--- config.mk ---
export PLATFORM = sky130hd
export DESIGN_NAME = uart_tx
export DESIGN_NICKNAME = d
export VERILOG_FILES = /design/src/rtl/uart_pkg.sv /design/src/rtl/uart_tx_serializer.sv /design/src/rtl/uart_tx.sv
export SDC_FILE = /design/constraint.sdc
export NUM_CORES = 1
export LEC_CHECK = 0
export BUFFER_PORTS_ARGS = -buffer_cell sky130_fd_sc_hd__buf_2
export CORE_MARGIN = 1.5
export CORE_UTILIZATION = 49
export DETAILED_ROUTE_END_ITERATION = 12
export PLACE_DENSITY_LB_ADDON = 0.15
export SYNTH_ARGS = -nofsm -noshare
export SYNTH_HDL_FRONTEND = slang
export SYNTH_HIERARCHICAL = 1
export SYNTH_SLANG_ARGS = --single-unit
--- constraint.sdc ---
create_clock -name CLK -period 3.1 [get_ports CLK]
set_input_delay 0.62 -clock CLK [delete_from_list [all_inputs] [get_ports CLK]]
set_output_delay 0.62 -clock CLK [all_outputs]
set_load 0.03 [all_outputs]
--- src/rtl/uart_pkg.sv ---
// Shared UART definitions used by both the transmit and receive sides:
// FSM state encoding, default frame width, parity type constants and a
// small helper that sanitises the bit-period setting.
package uart_pkg;

  // Default number of data bits per frame.
  localparam int DEFAULT_DATA_WIDTH = 8;

  // Parity type selector values for PAR_TYP.
  localparam logic PAR_EVEN = 1'b0;
  localparam logic PAR_ODD  = 1'b1;

  // Shortest bit period the timer is allowed to run with.
  localparam logic [5:0] MIN_PRESCALE = 6'd4;

  // Frame state encoding shared by TX and RX.
  typedef enum logic [2:0] {
    IDLE   = 3'd0,
    START  = 3'd1,
    DATA   = 3'd2,
    PARITY = 3'd3,
    STOP   = 3'd4
  } tx_state_e;

  // Very short bit periods are stretched to the minimum; everything else is
  // used exactly as given.
  function automatic logic [5:0] clamp_prescale(input logic [5:0] p);
    return (p < MIN_PRESCALE) ? MIN_PRESCALE : p;
  endfunction

endpackage

--- src/rtl/uart_tx_serializer.sv ---
// Data-bit serializer: holds the frame's data word, presents the bit that
// goes on the line next at ser_bit, and counts which data bit is on the line.
module uart_tx_serializer
  import uart_pkg::*;
#(
  parameter int DATA_WIDTH = DEFAULT_DATA_WIDTH
) (
  input  logic                  CLK,
  input  logic                  RST,
  input  logic                  load,
  input  logic [DATA_WIDTH-1:0] load_data,
  input  logic                  shift_en,
  input  logic                  cnt_en,
  output logic                  ser_bit,
  output logic                  last_bit
);

  localparam int CW = (DATA_WIDTH > 1) ? $clog2(DATA_WIDTH) : 1;
  localparam logic [CW-1:0] LAST_IDX = CW'(DATA_WIDTH - 1);

  logic [DATA_WIDTH-1:0] shreg;
  logic [CW-1:0]         bit_cnt;

  // Load the word on acceptance, shift LSB-first as bits are handed out and
  // count data bits 0..DATA_WIDTH-1 without ever wrapping.
  always_ff @(posedge CLK or negedge RST) begin
    if (!RST) begin
      shreg   <= '0;
      bit_cnt <= '0;
    end else if (load) begin
      shreg   <= load_data;
      bit_cnt <= '0;
    end else begin
      if (shift_en) begin
        shreg <= shreg >> 1;
      end
      if (cnt_en && (bit_cnt != LAST_IDX)) begin
        bit_cnt <= bit_cnt + CW'(1);
      end
    end
  end

  // The low bit of the shift register is always the next data bit to send.
  always_comb begin
    ser_bit  = shreg[0];
    last_bit = (bit_cnt == LAST_IDX);
  end

endmodule

--- src/rtl/uart_tx.sv ---
// UART transmitter. One frame = start bit, DATA_WIDTH data bits LSB first,
// optional parity bit, one stop bit; each bit lasts Prescale CLK cycles.
//
// Request handshake: DATA_VALID is a request strobe. It is accepted on a
// CLK edge only while the FSM is in IDLE (Busy low); at that edge P_DATA,
// PAR_EN, PAR_TYP and Prescale are captured. Requests made while Busy is
// high are dropped, never queued. Busy is the only "not ready" indication.
module uart_tx
  import uart_pkg::*;
#(
  parameter int DATA_WIDTH = DEFAULT_DATA_WIDTH
) (
  input  logic                  CLK,
  input  logic                  RST,
  input  logic [DATA_WIDTH-1:0] P_DATA,
  input  logic                  DATA_VALID,
  input  logic                  PAR_EN,
  input  logic                  PAR_TYP,
  input  logic [5:0]            Prescale,
  output logic                  TX_OUT,
  output logic                  Busy,
  output tx_state_e             dbg_state
);

  tx_state_e  state;
  logic [5:0] bit_tmr;
  logic [5:0] presc_q;
  logic       par_en_q;
  logic       par_bit_q;

  logic       accept;
  logic       bit_end;
  logic       shift_en;
  logic       cnt_en;
  logic       ser_bit;
  logic       ser_last;

  // Acceptance and bit-boundary strobes that steer the serializer.
  always_comb begin
    accept   = (state == IDLE) && DATA_VALID;
    bit_end  = (state != IDLE) && (bit_tmr == (presc_q - 6'd1));
    shift_en = bit_end && ((state == START) || ((state == DATA) && !ser_last));
    cnt_en   = bit_end && (state == DATA) && !ser_last;
  end

  uart_tx_serializer #(
    .DATA_WIDTH (DATA_WIDTH)
  ) u_serializer (
    .CLK       (CLK),
    .RST       (RST),
    .load      (accept),
    .load_data (P_DATA),
    .shift_en  (shift_en),
    .cnt_en    (cnt_en),
    .ser_bit   (ser_bit),
    .last_bit  (ser_last)
  );

  // Frame FSM with bit timer; TX_OUT and Busy are registered so the line
  // value for the next bit is decided at the edge that ends the current one.
  always_ff @(posedge CLK or negedge RST) begin
    if (!RST) begin
      state     <= IDLE;
      TX_OUT    <= 1'b1;
      Busy      <= 1'b0;
      bit_tmr   <= '0;
      presc_q   <= '0;
      par_en_q  <= 1'b0;
      par_bit_q <= 1'b0;
    end else begin
      case (state)
        IDLE: begin
          TX_OUT  <= 1'b1;
          Busy    <= 1'b0;
          bit_tmr <= '0;
          if (DATA_VALID) begin
            state     <= START;
            TX_OUT    <= 1'b0;
            Busy      <= 1'b1;
            presc_q   <= clamp_prescale(Prescale);
            par_en_q  <= PAR_EN;
            par_bit_q <= (^P_DATA) ^ (PAR_TYP == PAR_ODD);
          end
        end

        START: begin
          if (bit_end) begin
            bit_tmr <= '0;
            state   <= DATA;
            TX_OUT  <= ser_bit;
          end else begin
            bit_tmr <= bit_tmr + 6'd1;
          end
        end

        DATA: begin
          if (bit_end) begin
            bit_tmr <= '0;
            if (!ser_last) begin
              TX_OUT <= ser_bit;
            end else if (par_en_q) begin
              state  <= PARITY;
              TX_OUT <= par_bit_q;
            end else begin
              state  <= STOP;
              TX_OUT <= 1'b1;
            end
          end else begin
            bit_tmr <= bit_tmr + 6'd1;
          end
        end

        PARITY: begin
          if (bit_end) begin
            bit_tmr <= '0;
            state   <= STOP;
            TX_OUT  <= 1'b1;
          end else begin
            bit_tmr <= bit_tmr + 6'd1;
          end
        end

        STOP: begin
          if (bit_end) begin
            bit_tmr <= '0;
            state   <= IDLE;
            TX_OUT  <= 1'b1;
            Busy    <= 1'b0;
          end else begin
            bit_tmr <= bit_tmr + 6'd1;
          end
        end

        default: begin
          state   <= IDLE;
          TX_OUT  <= 1'b1;
          Busy    <= 1'b0;
          bit_tmr <= '0;
        end
      endcase
    end
  end

  // State visibility for checkers.
  always_comb begin
    dbg_state = state;
  end

endmodule

==> run_results.csv, run 1 <==
group,metric,value,unit
power,p_total,1.86,mW
worst_setup_path,slowest_delay,420,ps
yosys,synth_nets,195,
routing,viasPerCell,5.20,
worst_setup_path,startpoint,"presc_q[0]",
worst_setup_path,worstSetupPathDepth,10,
worst_setup_path,cpMostUsedCell,"nor3_1",
routing,drtIter0Drc,59,
power,switching_share,0.433,
worst_setup_path,regToRegStartpoint,"presc_q[0]",
finish,final_cells,242,
power,peakVddDrop,0.393,mV
sta,worst_pin_slew,645,ps
routing,wl_per_cell,12.5,µm
cts,cts_tree,"done",
routing,dr.pass1.iters,4,
sta,rsz0062_at_grt,"false",
finish,synthToLayoutAreaGrowth,11.0,%
power,switchingPower,0.805,mW
status,status,"complete, no violations",
power,power.density,1010,nW/µm²
floorplanning,start_util,0.530,
cts,hold_buffers,0,
power,clkPwrFrac,0.114,
yosys,yosysUniqueCellTypes,37,
floorplanning,rows,20,
placed_design,dpl.cell_count,235,
worst_setup_path,regToRegSetupSlack,520,ps
finish,insertedDiodeCount,0,
sta,fmax,388,MHz
worst_setup_path,crit_family,"simple AND/OR/NAND/NOR gates",
worst_setup_path,critPathRequiredTime,3300,ps
yosys,ys_seq_elements,30,
worst_setup_path,crit_slowest_cell,"dfrtp_1",
global_route,grt_usage,0.190,
sta,final.period_utilization,0.832,
yosys,synth_seq_area_share,0.454,
yosys,synthCells,172,
floorplanning,dieArea,3740,µm²
cts,htreeDepth,2,
worst_hold_path,hold_path_class,"in2async",
worst_setup_path,cp_data_arrival_time,2780,ps
routing,ant_nets,0,
worst_setup_path,critical_path.endpoint,"u_serializer/shreg[0]",
cts,numCtsBuffers,5,
worst_setup_path,r2r_cells,10,
routing,num_vias,1258,
global_route,grt_max_degree,31,
sta,hold_viol,0,
global_route,antenna_found_initial,0,
power,p_leak,0.846,nW
placed_design,gp_congestion,0.827,
sta,setup_tns,0,ps
global_route,grt_pass1_wl,5.18,mm
worst_setup_path,critPathKind,"reg2reg",
placed_design,port_buffers,23,
cts,clk_path_buf_depth,2,
cts,post_cts_buffers,0,
worst_setup_path,cp_cell_sequence,"inv_1 > ha_1 > xnor2_1 > nor3_1 > o211ai_2 > or2_4 > nor3_1 > buf_4 > mux2i_1 > o21ai_1",
cts,ctsResizeCount,0,
global_route,grt_pass1_vias,1197,
power,p_int,1.06,mW
floorplanning,core,3130,µm²
placed_design,dpl_cell_area,1790,µm²
global_route,grt_remaining_overflow,0,
yosys,syn_avg_cell_area,9.63,µm²
run,cap_violations,0,
yosys,synthesis.area,1660,µm²
worst_setup_path,path_max_fanout,8,
routing,drcViolationCount,0,
sta,drv_slew,0,
sta,setup_viol,0,
worst_setup_path,r2r_end,"u_serializer/shreg[0]",
power,combPwrFrac,0.470,
cts,root_buffer,"clkbuf_4",
routing,drt_wl_total,3.02,mm
floorplanning,die_w,61.1,µm
cts,clock-sinks,30,
worst_setup_path,endpoint_kind,"flip-flop",
sta,slew_headroom,0.570,
placed_design,place_hpwl,2.26,mm
worst_setup_path,worst-path-buf-inv,2,
sta,post-route-min-period,2580,ps
finish,design_area,1840,µm²
cts,clk_pin_slew,90,ps
cts,clk_latency,320,ps
yosys,ys_warn_count,6,
worst_setup_path,startpoint_type,"flip-flop",
power,seqPwrFrac,0.416,
finish,nets,221,
floorplanning,die_h,61.1,µm
sta,finClkSkew,5.83,ps
floorplanning,io_pins,24,
finish,drive_gt1_frac,0.192,
-- how the worst min path moves through the flow --
stage                 endpoint  slack [ps]
floorplan                 Busy         320
global placement     par_bit_q         480
detailed placement   par_bit_q         490
CTS                 bit_tmr[0]         340
global route        bit_tmr[0]         360
finish              bit_tmr[0]         310
-- cells in the final DEF (no fill, tap or decap), drive strengths merged, types with 4 or more instances in the layout --
cell / count
nand2b: 4
nand3: 4
inv: 9
nor3: 7
ha: 4
o21ai: 14
buf: 24
nand2: 27
clkbuf: 7
nor2: 14
mux2i: 9
a21oi: 6
xor2: 7
dfrtp: 29
xnor2: 13
-- synth_stat cells --
master,count,area [µm²]
o22ai_1,2,12.5
ha_1,4,50.1
mux2_1,1,11.3
dfstp_2,1,26.3
buf_2,2,10.0
nand2_1,27,101
and3_1,2,12.5
o21ai_1,12,60.1
a21o_1,1,7.51
nor2_1,14,52.6
inv_2,1,3.75
nor3_1,7,35.0
o2111ai_1,1,8.76
nor4_1,1,6.26
inv_1,8,30.0
o31ai_1,1,7.51
a211oi_2,1,12.5
xor2_1,7,61.3
o21ai_2,1,8.76
nor4_2,1,12.5
or2_4,1,8.76
o311ai_1,1,8.76
nand3_1,4,20.0
nand4_1,1,6.26
o211ai_2,1,12.5
xnor2_1,13,114
a21oi_1,6,30.0
buf_6,2,22.5
mux2i_1,9,90.1
o211a_1,1,10.0
o21ai_0,1,5.00
dfrtp_1,29,726
buf_4,1,7.51
nand2b_4,2,27.5
nand2b_1,2,12.5
o31a_1,2,17.5
o211ai_1,1,7.51
-- per-layer routing --
metal / track usage / share of wire / vias to the layer above
li1: - / - / 640
met1: 0.250 / 0.49 / 573
met2: 0.298 / 0.45 / 38
met3: 0.0441 / 0.044 / 7
met4: 0.0839 / 0.019 / 0
met5: 0 / 0 / -
-- logic make-up (layout without fill, tap and decap cells) --
kind of cell | Yosys count | count (layout) | share of synthesized area
AO/OA/AOI/OAI | 32 | 32 | 0.126
XOR/XNOR | 20 | 20 | 0.106
adder cells (fa/ha/maj) | 4 | 4 | 0.0302
buffers and inverters | 14 | 40 | 0.0446
flip-flops | 30 | 30 | 0.454
multiplexers | 10 | 10 | 0.0612
AND/OR/NAND/NOR | 62 | 62 | 0.178
-- power groups by stage --
stage / sequential, mW / combinational (mW) / clock [mW]
floorplan: 0.772 / 0.686 / 0
global placement: 0.772 / 0.848 / 0
detailed placement: 0.783 / 0.878 / 0
CTS: 0.775 / 0.883 / 0.213
global route: 0.803 / 0.984 / 0.235
finish: 0.775 / 0.875 / 0.211
-- final cells by class --
class / count / area, µm²
clock buffer: 7 / 45.0
multi-input combinational: 128 / 831
fill: 283 / 1290
sequential: 30 / 752
timing repair buffer: 24 / 123
tap: 44 / 55.1
inverter: 9 / 33.8
-- registers in the layout (all words and copies together) (netlist names) --
signal,count
Busy,1
dbg_state,3
par_en_q,1
TX_OUT,1
u_serializer/bit_cnt,3
par_bit_q,1
u_serializer/shreg,8
presc_q,6
bit_tmr,6
-- through the flow --
stage / worst slack (ps) / util / hold slack, ps
finish: 522 / 0.588 / 315
global route: 369 / 0.588 / 361
global placement: 637 / 0.574 / 477
detailed placement: 572 / 0.574 / 486
CTS: 541 / 0.588 / 345
floorplan: 785 / - / 324
(Power assumes the default switching activity.)
==> run 2, diff against run 1 <==
Settings changed: ABC_AREA set to 1.
Clock period 3.1 ns to 2.25 ns, I/O delays scaled along.
==> run 2 against run 1 <==
- sequential cell count is the same
- critical path depth increased by 3
- highest routed layer unchanged
- fmax grew 30%
- wire length up 13%
==> run_results.csv, run 2 <==
group,metric,value,unit
routing,viasPerCell,4.86,
finish,synthToLayoutAreaGrowth,13.6,%
power,switchingPower,1.16,mW
cts,hold_buffers,0,
yosys,ys_async_sr_fraction,1.00,
global_route,grt_remaining_overflow,0,
worst_setup_path,cp_data_arrival_time,2260,ps
finish,design_area,2030,µm²
routing,drtIter0Drc,84,
floorplanning,core,3420,µm²
sta,rsz0062_at_grt,"false",
yosys,syn_avg_cell_area,7.26,µm²
global_route,grt_pass1_vias,1559,
yosys,synth.area.top_cells,"dfrtp_1 (41%), nand2_1 (19%), nand3_1 (8.4%)",
worst_setup_path,endpoint_kind,"flip-flop",
sta,slew_headroom,0.555,
finish,largest_reg_flops,8,
routing,wl_met3,107,µm
power,clkPwrFrac,0.161,
yosys,yosysMostFrequentCell,"nand2_1",
sta,fmax,505,MHz
yosys,yosysTopAreaCellShare,0.406,
sta,drv_slew,0,
power,combPwrFrac,0.480,
sta,setup_ws,272,ps
yosys,synthCells,246,
finish,utilization,0.594,
placed_design,gp_congestion,0.832,
sta,setup_tns,0,ps
worst_hold_path,hold_path_class,"in2async",
sta,hold-worst-slack,142,ps
worst_setup_path,startpoint_type,"flip-flop",
yosys,ys_top_cells_by_count,"nand2_1 (91), inv_1 (31), nand3_1 (30), dfrtp_1 (29), nor2_1 (20)",
yosys,yosysUniqueCellTypes,27,
routing,top_layer,"met4",
power,p_leak,1.09,nW
routing,wl_per_cell,10.6,µm
global_route,grt_pass1_wl,6.44,mm
yosys,yosysTopAreaCell,"dfrtp_1",
yosys,synthesis.area,1790,µm²
power,peakVddDrop,0.493,mV
floorplanning,rows,21,
sta,finClkSkew,11.3,ps
routing,drt_wl_total,3.41,mm
finish,top_register,"u_serializer/shreg",
worst_setup_path,worst-path-buf-inv,3,
placed_design,port_buffers,23,
floorplanning,die_h,63.4,µm
worst_setup_path,crit_slowest_cell,"dfrtp_1",
power,power.density,1270,nW/µm²
routing,dr.pass1.iters,4,
floorplanning,dieArea,4020,µm²
yosys,synth_nets,269,
finish,final_common_cell,"nand2_1",
cts,root_buffer,"clkbuf_4",
routing,num_vias,1564,
floorplanning,io_pins,24,
yosys,synth_edf_count,0,
placed_design,dp_slack,198,ps
yosys,synth_top_flop_cell,"dfrtp_1",
routing,drcViolationCount,0,
sta,worst_pin_slew,667,ps
finish,final_cell_mix,"nand2_1 (91), inv_1 (31), nand3_1 (30)",
yosys,ys_seq_elements,30,
worst_setup_path,critPathKind,"reg2reg",
global_route,grt_max_degree,31,
worst_setup_path,cp_cell_sequence,"inv_1 > ha_1 > inv_1 > nand2_1 > nand2_1 > nand3_1 > nor2_2 > nand3_4 > nor2_1 > inv_1 > nor2_1 > nand3_1 > nand2_1",
global_route,antenna_found_initial,0,
floorplanning,die_w,63.4,µm
worst_setup_path,crit_family,"simple AND/OR/NAND/NOR gates",
routing,wl_met1,1.69,mm
floorplanning,start_util,0.523,
run,cap_violations,0,
sta,hold_viol,0,
cts,cts_tree,"done",
worst_setup_path,critPathRequiredTime,2530,ps
placed_design,dpl_cell_area,1950,µm²
yosys,ys_warn_count,6,
cts,clk_latency,330,ps
finish,drive_gt1_frac,0.170,
sta,final.period_utilization,0.879,
sta,setup_viol,0,
finish,nets,298,
status,status,"complete, no violations",
placed_design,place_hpwl,2.66,mm
worst_setup_path,path_max_fanout,6,
power,seqPwrFrac,0.359,
global_route,grt_usage,0.203,
sta,post-route-min-period,1980,ps
finish,insertedDiodeCount,0,
yosys,synth_seq_area_share,0.421,
cts,htreeDepth,2,
cts,clk_pin_slew,100,ps
routing,ant_nets,0,
cts,numCtsBuffers,5,
finish,reg.largest.list,"u_serializer/shreg (8), bit_tmr (6), presc_q (6)",
power,p_int,1.41,mW
power,switching_share,0.451,
worst_setup_path,slowest_delay,420,ps
cts,clk_path_buf_depth,2,
routing,met2WireLength,1.57,mm
cts,clock-sinks,30,
## run 2: cell types whose count changed after synthesis, moves of 7 or more
cell / delta
xnor2_1: -9
mux2i_1: -9
nand2_1: +64
inv_1: +23
nand3_1: +26
o21ai_1: -12
nor3_1: -7
## run 2: per-layer routing
metal,vias to the layer above,GRT usage
met4,0,0.0571
met5,-,0
met2,19,0.350
met3,5,0.0536
li1,832,-
met1,708,0.249
## run 2: stage by stage
step	power (mW)	std cells
after global routing	2.86	322
after CTS	2.61	322
final	2.58	322
after floorplan	1.90	246
after detailed placement	2.18	314
after global placement	2.16	314
## run 2: final timing paths
path,startpoint,endpoint,slack [ps],cells after the start
min in group CLK,PAR_EN,par_en_q,330,3
worst min register to register,u_serializer/shreg[7],u_serializer/shreg[7],480,2
worst max register to register,presc_q[0],u_serializer/bit_cnt[2],270,13
worst min-delay path,RST,u_serializer/shreg[7],140,1
max in group asynchronous,RST,dbg_state[2],1670,1
worst max-delay path,presc_q[0],u_serializer/bit_cnt[2],270,13
## run 2: final cells by class
type,count,area (µm²)
Inverter,34,128
Tap cell,46,57.6
Multi-Input combinational cell,180,895
Sequential cell,30,752
Timing Repair Buffer,24,123
Clock buffer,7,45.0
Fill cell,353,1390
Clock inverter,1,30.0
## run 2: timing repair
item | 4_1_cts | 5_1_grt
buffers inserted | 0 | 0
gates resized for setup | 0 | 1
endpoints found under the setup margin | 0 | 2
## run 2: power groups by stage
stage	logic, mW	registers (mW)	clock network, mW
CTS	1.25	0.928	0.432
floorplan	0.927	0.973	0
detailed placement	1.24	0.937	0
global placement	1.23	0.932	0
finish	1.24	0.925	0.416
global route	1.44	0.964	0.453
## run 2: logic make-up (layout without fill, tap and decap cells)
kind of cell / count (synthesis) / after routing / synth area share
buffers and inverters: 36 / 66 / 0.0805
XOR/XNOR: 8 / 8 / 0.0392
flip-flops: 30 / 30 / 0.421
AO/OA/AOI/OAI: 13 / 13 / 0.0469
AND/OR/NAND/NOR: 155 / 155 / 0.384
adder cells (fa/ha/maj): 4 / 4 / 0.0280
